===== src/rtl/alu_req_sequencer.sv =====
// Round-robin sequencer sharing one combinational ALU between two requesters.
// Optional macro ALU_OVF_TRAP_EN: ADD/SUB overflow zeroes the data and sets a sticky ovf_trap.
module alu_req_sequencer #(
  parameter int DW         = 16,
  parameter int CW         = 4,
  parameter int MUL_CYCLES = 2
) (
  input  logic          clk,
  input  logic          rst,
  input  logic          req0_valid,
  input  logic          req1_valid,
  output logic          req0_ready,
  output logic          req1_ready,
  input  logic [CW-1:0] req0_op,
  input  logic [CW-1:0] req1_op,
  input  logic [DW-1:0] req0_a,
  input  logic [DW-1:0] req1_a,
  input  logic [DW-1:0] req0_b,
  input  logic [DW-1:0] req1_b,
  output logic [DW-1:0] alu_src1,
  output logic [DW-1:0] alu_src2,
  output logic [CW-1:0] alu_ctrl,
  input  logic [DW:0]   alu_result,
  output logic          rsp_valid,
  input  logic          rsp_ready,
  output logic          rsp_id,
  output logic [DW-1:0] rsp_data,
  output logic          rsp_zero,
  output logic          rsp_ovf,
  output logic          rsp_illegal,
  output logic          ovf_trap
);

  typedef enum logic [1:0] {IDLE, ISSUE, WAIT, RESP} state_t;

  localparam logic [CW-1:0] OP_AND = 4'b0000;
  localparam logic [CW-1:0] OP_OR  = 4'b0001;
  localparam logic [CW-1:0] OP_ADD = 4'b0010;
  localparam logic [CW-1:0] OP_SUB = 4'b0110;
  localparam logic [CW-1:0] OP_SLT = 4'b0111;
  localparam logic [CW-1:0] OP_MUL = 4'b1000;
  localparam logic [CW-1:0] OP_NOR = 4'b1100;

  state_t        state_q;
  logic          rr_q;
  logic          id_q;
  logic [CW-1:0] op_q;
  logic [DW-1:0] a_q;
  logic [DW-1:0] b_q;
  logic [3:0]    cnt_q;
  logic          rsp_valid_q;
  logic [DW-1:0] rsp_data_q;
  logic          rsp_zero_q;
  logic          rsp_ovf_q;
  logic          rsp_illegal_q;

  logic          grant_d;
  logic          accept_d;
  logic          op_legal_d;
  logic          mul_wait_d;
  logic          capture_d;
  logic          cap_ovf_d;
  logic [DW-1:0] cap_data_d;

  // On a tie rr_q picks the winner; otherwise whoever is valid wins.
  assign grant_d    = (req0_valid && req1_valid) ? rr_q : req1_valid;
  assign accept_d   = (state_q == IDLE) && (req0_valid || req1_valid);
  assign req0_ready = accept_d && req0_valid && !grant_d;
  assign req1_ready = accept_d && req1_valid && grant_d;

  assign op_legal_d = (op_q == OP_AND) || (op_q == OP_OR)  || (op_q == OP_ADD) ||
                      (op_q == OP_SUB) || (op_q == OP_SLT) || (op_q == OP_MUL) ||
                      (op_q == OP_NOR);
  assign mul_wait_d = (op_q == OP_MUL) && (MUL_CYCLES > 1);
  assign capture_d  = ((state_q == ISSUE) && op_legal_d && !mul_wait_d) ||
                      ((state_q == WAIT) && (cnt_q == 4'd1));

  always_comb begin
    cap_ovf_d  = ((op_q == OP_ADD) || (op_q == OP_SUB)) && alu_result[DW];
    cap_data_d = alu_result[DW-1:0];
`ifdef ALU_OVF_TRAP_EN
    if (cap_ovf_d) cap_data_d = '0;
`endif
  end

  // Operand registers only change on accept, so the ALU inputs are quiet when idle.
  assign alu_src1    = a_q;
  assign alu_src2    = b_q;
  assign alu_ctrl    = op_q;
  assign rsp_valid   = rsp_valid_q;
  assign rsp_id      = id_q;
  assign rsp_data    = rsp_data_q;
  assign rsp_zero    = rsp_zero_q;
  assign rsp_ovf     = rsp_ovf_q;
  assign rsp_illegal = rsp_illegal_q;

  always_ff @(posedge clk or posedge rst) begin
    if (rst) begin
      state_q       <= IDLE;
      rr_q          <= 1'b0;
      id_q          <= 1'b0;
      op_q          <= '0;
      a_q           <= '0;
      b_q           <= '0;
      cnt_q         <= '0;
      rsp_valid_q   <= 1'b0;
      rsp_data_q    <= '0;
      rsp_zero_q    <= 1'b0;
      rsp_ovf_q     <= 1'b0;
      rsp_illegal_q <= 1'b0;
    end else begin
      case (state_q)
        IDLE: begin
          if (accept_d) begin
            id_q    <= grant_d;
            op_q    <= grant_d ? req1_op : req0_op;
            a_q     <= grant_d ? req1_a  : req0_a;
            b_q     <= grant_d ? req1_b  : req0_b;
            state_q <= ISSUE;
          end
        end
        ISSUE: begin
          if (!op_legal_d) begin
            rsp_data_q    <= '0;
            rsp_zero_q    <= 1'b1;
            rsp_ovf_q     <= 1'b0;
            rsp_illegal_q <= 1'b1;
            rsp_valid_q   <= 1'b1;
            state_q       <= RESP;
          end else if (mul_wait_d) begin
            cnt_q   <= 4'(MUL_CYCLES - 1);
            state_q <= WAIT;
          end
        end
        WAIT: begin
          if (cnt_q != 4'd1) cnt_q <= cnt_q - 4'd1;
        end
        RESP: begin
          if (rsp_ready) begin
            rsp_valid_q <= 1'b0;
            rr_q        <= ~id_q;
            state_q     <= IDLE;
          end
        end
        default: state_q <= IDLE;
      endcase

      if (capture_d) begin
        rsp_data_q    <= cap_data_d;
        rsp_zero_q    <= (cap_data_d == '0);
        rsp_ovf_q     <= cap_ovf_d;
        rsp_illegal_q <= 1'b0;
        rsp_valid_q   <= 1'b1;
        state_q       <= RESP;
      end
    end
  end

`ifdef ALU_OVF_TRAP_EN
  logic trap_q;
  always_ff @(posedge clk or posedge rst) begin
    if (rst) trap_q <= 1'b0;
    else if (capture_d && cap_ovf_d) trap_q <= 1'b1;
  end
  assign ovf_trap = trap_q;
`else
  assign ovf_trap = 1'b0;
`endif

endmodule


===== config.mk =====
export PLATFORM = sky130hd
export DESIGN_NAME = alu_req_sequencer
export DESIGN_NICKNAME = d
export VERILOG_FILES = /design/src/rtl/alu_req_sequencer.sv
export SDC_FILE = /design/constraint.sdc
export NUM_CORES = 1
export LEC_CHECK = 0
export ABC_AREA = 1
export ABC_CLOCK_PERIOD_IN_PS = 1900
export CORE_MARGIN = 2
export CORE_UTILIZATION = 37
export CTS_BUF_LIST = sky130_fd_sc_hd__clkbuf_8
export CTS_CLUSTER_DIAMETER = 30
export DETAILED_ROUTE_END_ITERATION = 8
export HOLD_SLACK_MARGIN = 0.05
export PLACE_DENSITY = 0.79
export RECOVER_POWER = 100
export SLEW_MARGIN = 20
export SYNTH_ARGS = -nofsm -noshare
export SYNTH_HDL_FRONTEND = slang
export SYNTH_SLANG_ARGS = --single-unit

===== constraint.sdc =====
create_clock -name clk -period 1.9 [get_ports clk]
set_input_delay 0.285 -clock clk [delete_from_list [all_inputs] [get_ports clk]]
set_output_delay 0.285 -clock clk [all_outputs]
set_load 0.05 [all_outputs]

==> flow_results.xml <==
<?xml version="1.0" encoding="UTF-8"?>
<metrics>
  <group name="clock_network">
    <metric name="number_of_buffers_created_by_cts" unit="">9</metric>
    <metric name="clkSlewWorstSetupHoldPaths" unit="ns">0.07</metric>
    <metric name="worst_skew_pair.late_latency" unit="ns">0.34</metric>
    <metric name="clk_root_buffer_cell" unit="">sky130_fd_sc_hd__clkbuf_8</metric>
    <metric name="clock_sink_count" unit="">64</metric>
    <metric name="cts-hold-fix-buffers" unit="">0</metric>
    <metric name="cts-root-to-sink-buffers" unit="">2</metric>
    <metric name="ctsHtreeMaxLevel" unit="">3</metric>
    <metric name="cts_tree" unit="">done</metric>
  </group>
  <group name="cells_and_area">
    <metric name="layout-drive-gt1-share" unit="%">6.60</metric>
    <metric name="postLayoutCoreUtil" unit="%">61.7</metric>
    <metric name="num_antenna_cells" unit="">0</metric>
    <metric name="nFillCells" unit="">676</metric>
    <metric name="syn2layout_area_growth" unit="%">61.4</metric>
    <metric name="finalNetCount" unit="">621</metric>
    <metric name="register_area" unit="um^2">1600</metric>
    <metric name="multi_input_comb_area" unit="um^2">1210</metric>
  </group>
  <group name="detailed_routing">
    <metric name="viasPerCell" unit="">4.80</metric>
    <metric name="drt_first_pass_iters" unit="">4</metric>
    <metric name="initialDrtViolationCount" unit="">108</metric>
    <metric name="drt-total-wl" unit="um">8630</metric>
    <metric name="ant_nets" unit="">0</metric>
    <metric name="remaining_drc_errors" unit="">0</metric>
    <metric name="drt-wirelength-per-cell" unit="um">13.6</metric>
    <metric name="route.vias.total" unit="">3031</metric>
  </group>
  <group name="place">
    <metric name="preCtsSetupSlack" unit="ns">0.0116</metric>
    <metric name="portBuffers" unit="">152</metric>
    <metric name="finalWeightedCongestion" unit="">0.802</metric>
    <metric name="detailedPlacementHpwl" unit="um">6450</metric>
  </group>
  <group name="synth">
    <metric name="syn-cell-area" unit="um^2">2970</metric>
    <metric name="syn_avg_cell_area" unit="um^2">8.01</metric>
    <metric name="synth.largest_area_cell" unit="">sky130_fd_sc_hd__dfrtp_1</metric>
    <metric name="synth_top_family_by_area" unit="">simple AND/OR/NAND/NOR gates</metric>
    <metric name="ys_warns" unit="">0</metric>
    <metric name="share_of_synthesized_cell_area_in_and_or_nand_and_nor_gates" unit="%">24.9</metric>
    <metric name="synth.distinct_cells" unit="">26</metric>
    <metric name="synth-main-ff-cell" unit="">sky130_fd_sc_hd__dfrtp_1</metric>
    <metric name="synth_edf_count" unit="">0</metric>
    <metric name="synthXorXnorAreaFrac" unit="%">0</metric>
    <metric name="synth_fa_ha_area_share" unit="%">0.842</metric>
    <metric name="synth_commonest_cells" unit="">109 x sky130_fd_sc_hd__nand2_1, 64 x sky130_fd_sc_hd__dfrtp_1, 61 x sky130_fd_sc_hd__nor2_1</metric>
    <metric name="mappedNetlistNets" unit="">467</metric>
    <metric name="synth_seq_area_share" unit="%">53.9</metric>
    <metric name="synth_most_common_cell" unit="">sky130_fd_sc_hd__nand2_1</metric>
    <metric name="yosys.area.top_type_share" unit="%">53.9</metric>
    <metric name="synth.ff_latch_count" unit="">64</metric>
    <metric name="synth_compound_gate_area_share" unit="%">14.6</metric>
    <metric name="yosys-top-cells-area" unit="">sky130_fd_sc_hd__dfrtp_1 54%, sky130_fd_sc_hd__nand2_1 14%, sky130_fd_sc_hd__nor2_1 7.7%</metric>
    <metric name="syn_inst" unit="">371</metric>
    <metric name="proportion_of_synthesized_flip_flops_having_asynchronous_set_or_reset" unit="%">100</metric>
    <metric name="yosys-mux-area-fraction" unit="%">0</metric>
  </group>
  <group name="run_status">
    <metric name="run_status" unit="">completed</metric>
  </group>
  <group name="die">
    <metric name="start_util" unit="%">38.3</metric>
    <metric name="placementRows" unit="">32</metric>
    <metric name="floorplan.die_area" unit="um^2">8760</metric>
    <metric name="die_w" unit="um">93.6</metric>
    <metric name="boundaryPins" unit="">154</metric>
    <metric name="core-area" unit="um^2">7770</metric>
    <metric name="chipHeight" unit="um">93.6</metric>
  </group>
  <group name="power">
    <metric name="seqPwrFrac" unit="%">27.2</metric>
    <metric name="internal_power" unit="mW">4.34</metric>
    <metric name="total_power" unit="mW">8.84</metric>
    <metric name="sw_frac_of_total" unit="%">50.9</metric>
    <metric name="clockPowerShare" unit="%">13.0</metric>
    <metric name="power.combinational.fraction" unit="%">59.8</metric>
    <metric name="ir_drop" unit="V">0.000918</metric>
    <metric name="power.density_cell_area" unit="nW/um^2">1840</metric>
    <metric name="leakage_power" unit="nW">2.17</metric>
    <metric name="switching_power" unit="mW">4.50</metric>
  </group>
  <group name="global_route">
    <metric name="initial_antenna_violation_count" unit="">0</metric>
    <metric name="grt_start_max_net_pins" unit="">39</metric>
    <metric name="global_route_met2_utilization" unit="%">34.1</metric>
    <metric name="globalRoute.totalOverflow" unit="">0</metric>
    <metric name="first_global_vias" unit="">3093</metric>
    <metric name="met1_usage" unit="%">24.8</metric>
    <metric name="grt_util_all_layers" unit="%">21.0</metric>
    <metric name="globalRouteMet3Util" unit="%">8.94</metric>
    <metric name="most_used_layer_global_route" unit="">met2</metric>
    <metric name="grt_pass1_wl" unit="um">14200</metric>
  </group>
  <group name="worst_setup_path">
    <metric name="startpoint_type" unit="">input pin</metric>
    <metric name="worst-path-max-fanout" unit="">38</metric>
    <metric name="critical_path_class" unit="">in2out</metric>
    <metric name="kind_of_end_point_of_the_critical_path" unit="">output port</metric>
    <metric name="cp_data_required_time" unit="ns">1.62</metric>
    <metric name="arrival" unit="ns">1.56</metric>
  </group>
  <group name="flow_run">
    <metric name="cap_violations" unit="">0</metric>
  </group>
  <group name="timing">
    <metric name="setup_ws" unit="ns">0.0596</metric>
    <metric name="finalSetupViolCount" unit="">0</metric>
    <metric name="layout_min_cycle_time" unit="ns">1.84</metric>
    <metric name="slew_of_the_pin_with_the_lowest_slew_margin" unit="ns">0.783</metric>
    <metric name="rsz0062_at_grt" unit="">yes</metric>
    <metric name="relSlewSlack" unit="%">47.7</metric>
    <metric name="setup_tns" unit="ns">0</metric>
    <metric name="fmaxAchievable" unit="MHz">543</metric>
    <metric name="layout_worst_path_cycle_share" unit="%">96.9</metric>
    <metric name="maxSlewViolCount" unit="">0</metric>
    <metric name="finClkSkew" unit="ns">0.0121</metric>
    <metric name="report.final.hold_viol_count" unit="">0</metric>
  </group>
  <group name="min_path">
    <metric name="min-delay-path-class" unit="">reg2reg</metric>
  </group>
</metrics>
## cells in the final DEF (no fill, tap or decap), drive strengths merged, types with 2 or more instances in the layout
| master | n |
|---|---|
| buf | 8 |
| clkbuf | 18 |
| inv | 18 |
| ha | 2 |
| nor3 | 2 |
| o21ai | 74 |
| nand3 | 7 |
| a21oi | 4 |
| clkinv | 3 |
| nor2 | 62 |
| o22ai | 4 |
| nand2 | 110 |
| clkdlybuf4s50 | 144 |
| nand4 | 2 |
| dfrtp | 64 |
## cell families after synthesis
logic type               count (synthesis)
other                                    1
AO/OA/AOI/OAI                           83
buffers and inverters                   35
adder cells (fa/ha/maj)                  2
flip-flops                              64
AND/OR/NAND/NOR                        186
## layout make-up
type / instances / area share (%)
Clock inverter: 6 / 1.25
Sequential cell: 64 / 33.4
Timing Repair Buffer: 161 / 33.2
Multi-Input combinational cell: 272 / 25.2
Inverter: 17 / 1.33
Tap cell: 102 / 2.66
Clock buffer: 10 / 2.87
## registers in the layout, indices dropped and copies added (netlist names), 2 cells and up
signal,count
cnt_q,4
alu_ctrl,4
state_q,2
rsp_data,16
alu_src1,16
alu_src2,16
## layer usage
metal / vias to the layer above / part of all wire, %
li1: 1502 / -
met1: 1394 / 41
met2: 125 / 47
met3: 10 / 11
met4: 0 / 1.6
met5: - / 0
## metrics by stage
| stage | std cells | area (um^2) | hold slack, ns |
|---|---|---|---|
| floorplan | 371 | 2980 | 0.395 |
| global placement | 614 | 4630 | 0.461 |
| detailed placement | 614 | 4630 | 0.466 |
| CTS | 630 | 4830 | 0.289 |
| global route | 632 | 4800 | 0.504 |
| finish | 632 | 4800 | 0.481 |
## path summary, 6_finish.rpt
check                      slack [ns]  cells past startpoint         from      endpoint
min                              0.48                      2  rsp_data[8]   rsp_data[8]
min in group asynchronous        0.53                      2          rst   rsp_data[8]
min reg2reg                      0.48                      2  rsp_data[8]   rsp_data[8]
max reg2reg                      0.20                      6   state_q[0]   alu_src1[8]
max in group asynchronous        0.41                      3          rst  alu_src1[13]
max                              0.06                      6   req0_valid    req1_ready
## power groups by stage
stage / clock network (mW) / logic (mW) / registers [mW]
final: 1.15 / 5.29 / 2.40
after floorplan: 0 / 1.52 / 4.47
after CTS: 1.17 / 5.41 / 2.42
after global placement: 0 / 5.33 / 2.40
after detailed placement: 0 / 5.40 / 2.43
after global routing: 1.25 / 5.70 / 2.48
## critical path: stages
cell	delay, ns
sky130_fd_sc_hd__clkdlybuf4s50_1	0.48
sky130_fd_sc_hd__inv_1	0.10
sky130_fd_sc_hd__o21ai_2	0.21
sky130_fd_sc_hd__buf_12	0.23
sky130_fd_sc_hd__nor2_2	0.08
sky130_fd_sc_hd__buf_12	0.15
## what timing repair did
action	4_1_cts	5_1_grt
endpoints found under the setup margin	0	4
resized for setup	0	3
buffers inserted	0	2
Note: power is estimated with default switching activity, not from simulation.
